### src/rtl/wb_stage.sv
// Write-back stage: accepts MEM/WB instructions and selects the write-back
// source (ALU, PC+4 or extended load data). It waits in WAIT_LOAD for the
// data memory response, then drives one register-file write cycle. It also
// counts retired instructions and flags unexpected memory responses.
module wb_stage (
  input  logic        clk,
  input  logic        rst,
  input  logic        in_valid,
  output logic        in_ready,
  input  logic        in_reg_write,
  input  logic [4:0]  in_rd,
  input  logic [1:0]  in_wb_sel,
  input  logic [31:0] in_alu_result,
  input  logic [31:0] in_pc_plus4,
  input  logic [2:0]  in_funct3,
  input  logic [1:0]  in_addr_lo,
  input  logic        dmem_rvalid,
  input  logic [31:0] dmem_rdata,
  output logic        RegWrite,
  output logic [4:0]  rd,
  output logic [31:0] write_data,
  output logic [31:0] retire_count,
  output logic        resp_err
);

  typedef enum logic [1:0] {
    IDLE      = 2'd0,
    WAIT_LOAD = 2'd1,
    WRITE     = 2'd2
  } state_t;

  state_t      state;
  state_t      state_nxt;
  logic        accept;
  logic        is_load;
  logic        load_done;
  logic        reg_write_q;
  logic [2:0]  funct3_q;
  logic [1:0]  addr_lo_q;
  logic [7:0]  load_byte;
  logic [15:0] load_half;
  logic [31:0] load_data;

  // State register
  always_ff @(posedge clk or negedge rst) begin
    if (!rst) state <= IDLE;
    else      state <= state_nxt;
  end

  // Next-state, handshake and write-enable decode
  always_comb begin
    state_nxt = state;
    in_ready  = (state != WAIT_LOAD);
    accept    = in_valid && (state != WAIT_LOAD);
    is_load   = (in_wb_sel == 2'b01);
    load_done = (state == WAIT_LOAD) && dmem_rvalid;
    RegWrite  = (state == WRITE) && reg_write_q && (rd != '0);
    case (state)
      IDLE, WRITE: begin
        if (accept) state_nxt = is_load ? WAIT_LOAD : WRITE;
        else        state_nxt = IDLE;
      end
      WAIT_LOAD: begin
        if (dmem_rvalid) state_nxt = WRITE;
      end
      default: state_nxt = IDLE;
    endcase
  end

  // Load lane extraction and sign/zero extension from the captured size/offset
  always_comb begin
    load_byte = dmem_rdata[{addr_lo_q, 3'b000} +: 8];
    load_half = addr_lo_q[1] ? dmem_rdata[31:16] : dmem_rdata[15:0];
    case (funct3_q)
      3'b000:  load_data = {{24{load_byte[7]}}, load_byte};
      3'b001:  load_data = {{16{load_half[15]}}, load_half};
      3'b010:  load_data = dmem_rdata;
      3'b100:  load_data = {24'd0, load_byte};
      3'b101:  load_data = {16'd0, load_half};
      default: load_data = dmem_rdata;
    endcase
  end

  // Instruction capture, write-back data, retire counter and error flag.
  // retire_count steps on the edge entering WRITE, so it already shows the
  // new total during the write cycle itself.
  always_ff @(posedge clk or negedge rst) begin
    if (!rst) begin
      rd           <= '0;
      write_data   <= '0;
      reg_write_q  <= 1'b0;
      funct3_q     <= '0;
      addr_lo_q    <= '0;
      retire_count <= '0;
      resp_err     <= 1'b0;
    end else begin
      if (accept) begin
        rd          <= in_rd;
        reg_write_q <= in_reg_write;
        funct3_q    <= in_funct3;
        addr_lo_q   <= in_addr_lo;
        if (!is_load)
          write_data <= (in_wb_sel == 2'b10) ? in_pc_plus4 : in_alu_result;
      end
      if (load_done)
        write_data <= load_data;
      if ((accept && !is_load) || load_done)
        retire_count <= retire_count + 32'd1;
      if (dmem_rvalid && (state != WAIT_LOAD))
        resp_err <= 1'b1;
    end
  end

endmodule

### config.mk
export PLATFORM = sky130hd
export DESIGN_NAME = wb_stage
export DESIGN_NICKNAME = d
export VERILOG_FILES = /design/src/rtl/wb_stage.sv
export SDC_FILE = /design/constraint.sdc
export NUM_CORES = 1
export LEC_CHECK = 0
export CORE_AREA = 2 2 84 146
export CTS_CLUSTER_DIAMETER = 60
export CTS_CLUSTER_SIZE = 16
export DETAILED_ROUTE_END_ITERATION = 6
export DIE_AREA = 0 0 86 148
export MAX_ROUTING_LAYER = met4
export PLACE_DENSITY = 0.72
export SYNTH_ARGS = -nofsm -noshare
export SYNTH_HDL_FRONTEND = slang
export SYNTH_SLANG_ARGS = --single-unit
### constraint.sdc
create_clock -name clk -period 4.5 [get_ports clk]
set_clock_uncertainty 0.05 [all_clocks]
set_input_delay 0.45 -clock clk [delete_from_list [all_inputs] [get_ports clk]]
set_output_delay 0.45 -clock clk [all_outputs]
set_load 0.05 [all_outputs]
==> results list <==
- The filler cells instantiated in the layout total 1057.
- Largest net degree at the start of global routing: 79
- Clock-pin slew was measured on the worst setup and hold paths at 0.07 ns.
* DRT Wirelength: 14.3 mm
* Kind of start point of the critical path: flip-flop
* Hold Slack: 0.207 ns
- Pwr Density: 395 nW/um^2
- Among all cell types in the netlist, the one instantiated most often is nand2_1.
* Number of synthesized flops with an enable pin: 0
* Final Cycle Share: 58.2%
- First DRT Iteration DRCs: 191
- After detailed routing, the met3 layer carries 808 um of wire.
- In this run the horizontal extent of the chip is 86 um.
* Average instance area after synthesis: 9.04 sq um
- Half-perimeter wire length after detailed placement: 10.8 mm
- Data on the critical path is required at its endpoint by 4.00 ns.
- Setup violations remaining at the end of the flow were counted as 0.
- Count of mapped cells out of synthesis: 487
- The tool flagged a number of max-cap violations equal to 0.
- The first TritonRoute pass finished after 4 iterations.
* Starting Density: 38.2%
- Buffers inserted during clock tree synthesis total 9.
* Top layer reached by signal wires: met4
- For this block, wires on met1 add up to 5.39 mm.
* Number of cell rows: 52
* Buf/Inv on CP: 1
- Routability-driven placement congestion ratio: 0.859
- Headroom to the max-slew limit: 22.6%
* Die Height: 148 um
- For flop-to-flop paths, the worst setup slack is 2.06 ns.
- The core region is 11500 sq um.
- Timing would allow up to 382 MHz.
* Initial antenna violation count: 0
- The flow ran to the end, and the final reports show no timing, DRC or antenna violations.
* Cell Area, Synth: 4400 sq um
- Number of nets in the synthesized netlist: 601
- For this run, the number of Yosys warnings is 0.
- Worst path top cell family by delay: buffers and inverters
- The commonest cells after synthesis are nand2_1 (81), dfrtp_1 (78), a21oi_1 (58), xnor2_1 (23), nand3_1 (22).
- Remaining antenna violation count: 0
- Wire length of the first global-routing pass: 22.1 mm
- The hold violation count in the final report is 0.
- Top-level port count: 185
- IO buf count: 184
* Tot GR Track Use: 22.9%
- The synthesized design contains 78 register bits.
* Synth top area cells: dfrtp_1 (44%), nand2_1 (6.9%), a21oi_1 (6.6%)
- Wire length per cell after detailed routing: 18.0 um
- The H-tree was split into 3 levels.
- Buffer depth of the longest clock path: 2
- Sequential share of the synthesized area: 44.3%
* Time the final worst path needs with I/O delays and setup: 2.62 ns
- Number of vias in the routed layout: 4282
* HP Class: input port to asynchronous set/reset pin
- The worst register-to-register path has a depth of 5.
* Yosys top cell by area: dfrtp_1
- Post-synth cell types: 48
- Across the VDD grid, the largest voltage drop is 182 uV.
* Setup repair bufs after CTS: 0
- In the detailed route, the total length drawn on met2 is 7.60 mm.
* Transition at the pin with the smallest max-transition slack: 1.16 ns
* Fraction of synthesized cell area taken by the top area cell type: 44.3%
- In this run the critical register-to-register path is captured at retire_count[31].
- Root Buffer: clkbuf_16
- Post-Route Setup TNS: 0 ns
* Total Nets Final: 769
- Number of max-slew violations in the final report: 0
* Clock Sink Count: 78
- TritonCTS built the clock tree.
- For this run, the slowest stage of the critical path takes 0.71 ns.
- After synthesis, the share of flip-flops with an asynchronous set or reset is 100%.
* Leak Pwr: 2.67 nW
- Antenna cell count: 0
- Average vias per placed instance: 5.39
- Worst setup EP type: output pin
* Via count of the first global-routing pass: 4345
- The startpoint identified for the worst register-to-register timing path is state[1].
- The number of hold buffers added after CTS was 0.
- In the final layout, the share of cells above drive strength 1 is 7.58%.
* Signal arrival time at the worst endpoint: 2.12 ns
* Growth of design area from synthesis to finish: 49.9%
- Die area: 12700 sq um
* Critical-path top delay cell: clkdlybuf4s50_1
- The number of gates resized after CTS was 0.
- Clk Latency, worst-skew pair: 0.34 ns
* RSZ-0062 raised after global routing: false
* Number of design rule violations left after detail routing: 0
- Along the worst path, the maximum fanout reaches 3.
- Dominant register cell in the synthesized netlist: dfrtp_1
- The critical path in this run is classified as flip-flop to output pin.
- Ordered cell list for the critical path: or4_1 > nor2_1 > nor3_1 > clkdlybuf4s50_1
* Total congestion overflow after global routing: 0
[sequential cells by signal, indices dropped and copies added, names as in the netlist]
signal        count
state             2
write_data       32
resp_err          1
reg_write_q       1
funct3_q          3
retire_count     32
addr_lo_q         2
rd                5
[cells by family (layout without fill, tap and decap cells)]
logic type	after synthesis	after routing	synth area share, %
AOI/OAI and AO/OA	120	120	15.8
adders and majority gates	1	1	0.284
DFF	78	78	44.3
xor gates and xnor gates	31	31	6.16
and+or+nand+nor	190	190	22.5
buffers and inverters	38	211	3.78
muxes	29	29	7.22
[worst max-delay path by stage]
| stage | start | end | slack, ns | depth (start not counted) |
|---|---|---|---|---|
| after floorplan | rd[0] | RegWrite | 2.06 | 3 |
| after global placement | dmem_rvalid | retire_count[31] | 1.63 | 6 |
| after detailed placement | dmem_rvalid | retire_count[31] | 1.58 | 6 |
| after CTS | rd[0] | RegWrite | 1.87 | 4 |
| after global routing | dmem_rvalid | retire_count[31] | 1.80 | 6 |
| final | rd[0] | RegWrite | 1.88 | 4 |
[through the flow]
stage          total power, mW  util, %  std cells  instance area (sq um)  setup WS [ns]
2_1_floorplan             1.51        -        487                   4400           2.06
3_3_place_gp              1.89     54.8        779                   6310           1.63
3_5_place_dp              1.91     54.8        779                   6310           1.58
4_1_cts                   2.62     57.3        795                   6600           1.87
5_1_grt                   2.72     57.3        795                   6600           1.80
6_report                  2.61     57.3        795                   6600           1.88
[area by class of cell]
cell class	instances	area (sq um)	area share (%)
Multi-Input combinational cell	371	2290	34.7
Clock inverter	7	62.6	0.948
Tap cell	135	169	2.56
Timing Repair Buffer	189	1880	28.4
Sequential cell	78	1950	29.6
Clock buffer	9	225	3.41
Inverter	6	22.5	0.341
[layout by cell type, fill, tap and decap left out, types with 17 or more instances in the layout]
| cell | instances |
|---|---|
| xnor2_1 | 23 |
| nor3_1 | 21 |
| a21oi_1 | 58 |
| nand2_1 | 81 |
| o21ai_0 | 21 |
| clkdlybuf4s50_1 | 183 |
| dfrtp_1 | 78 |
| nor2_1 | 19 |
| a31oi_1 | 17 |
| nand3_1 | 22 |
[worst reg2reg max path: cells and delay by family, from the launching register on]
kind | cells | cell delay [ns]
flops | 1 | 0.41
compound gates | 1 | 0.38
simple gates | 3 | 1.36
xor+xnor | 1 | 0.16
[routing by layer]
layer	vias up	track usage [%]
li1	2062	-
met1	2037	25.0
met2	152	39.8
met3	31	4.41
met4	0	9.68
met5	-	-
[power breakdown]
group          total (mW)  internal, mW  switching, mW
Combinational       0.988         0.380          0.608
Clock               0.713         0.386          0.327
Sequential          0.908         0.803          0.105
Total                2.61          1.57           1.04
Power figures use the tool's default switching activity.
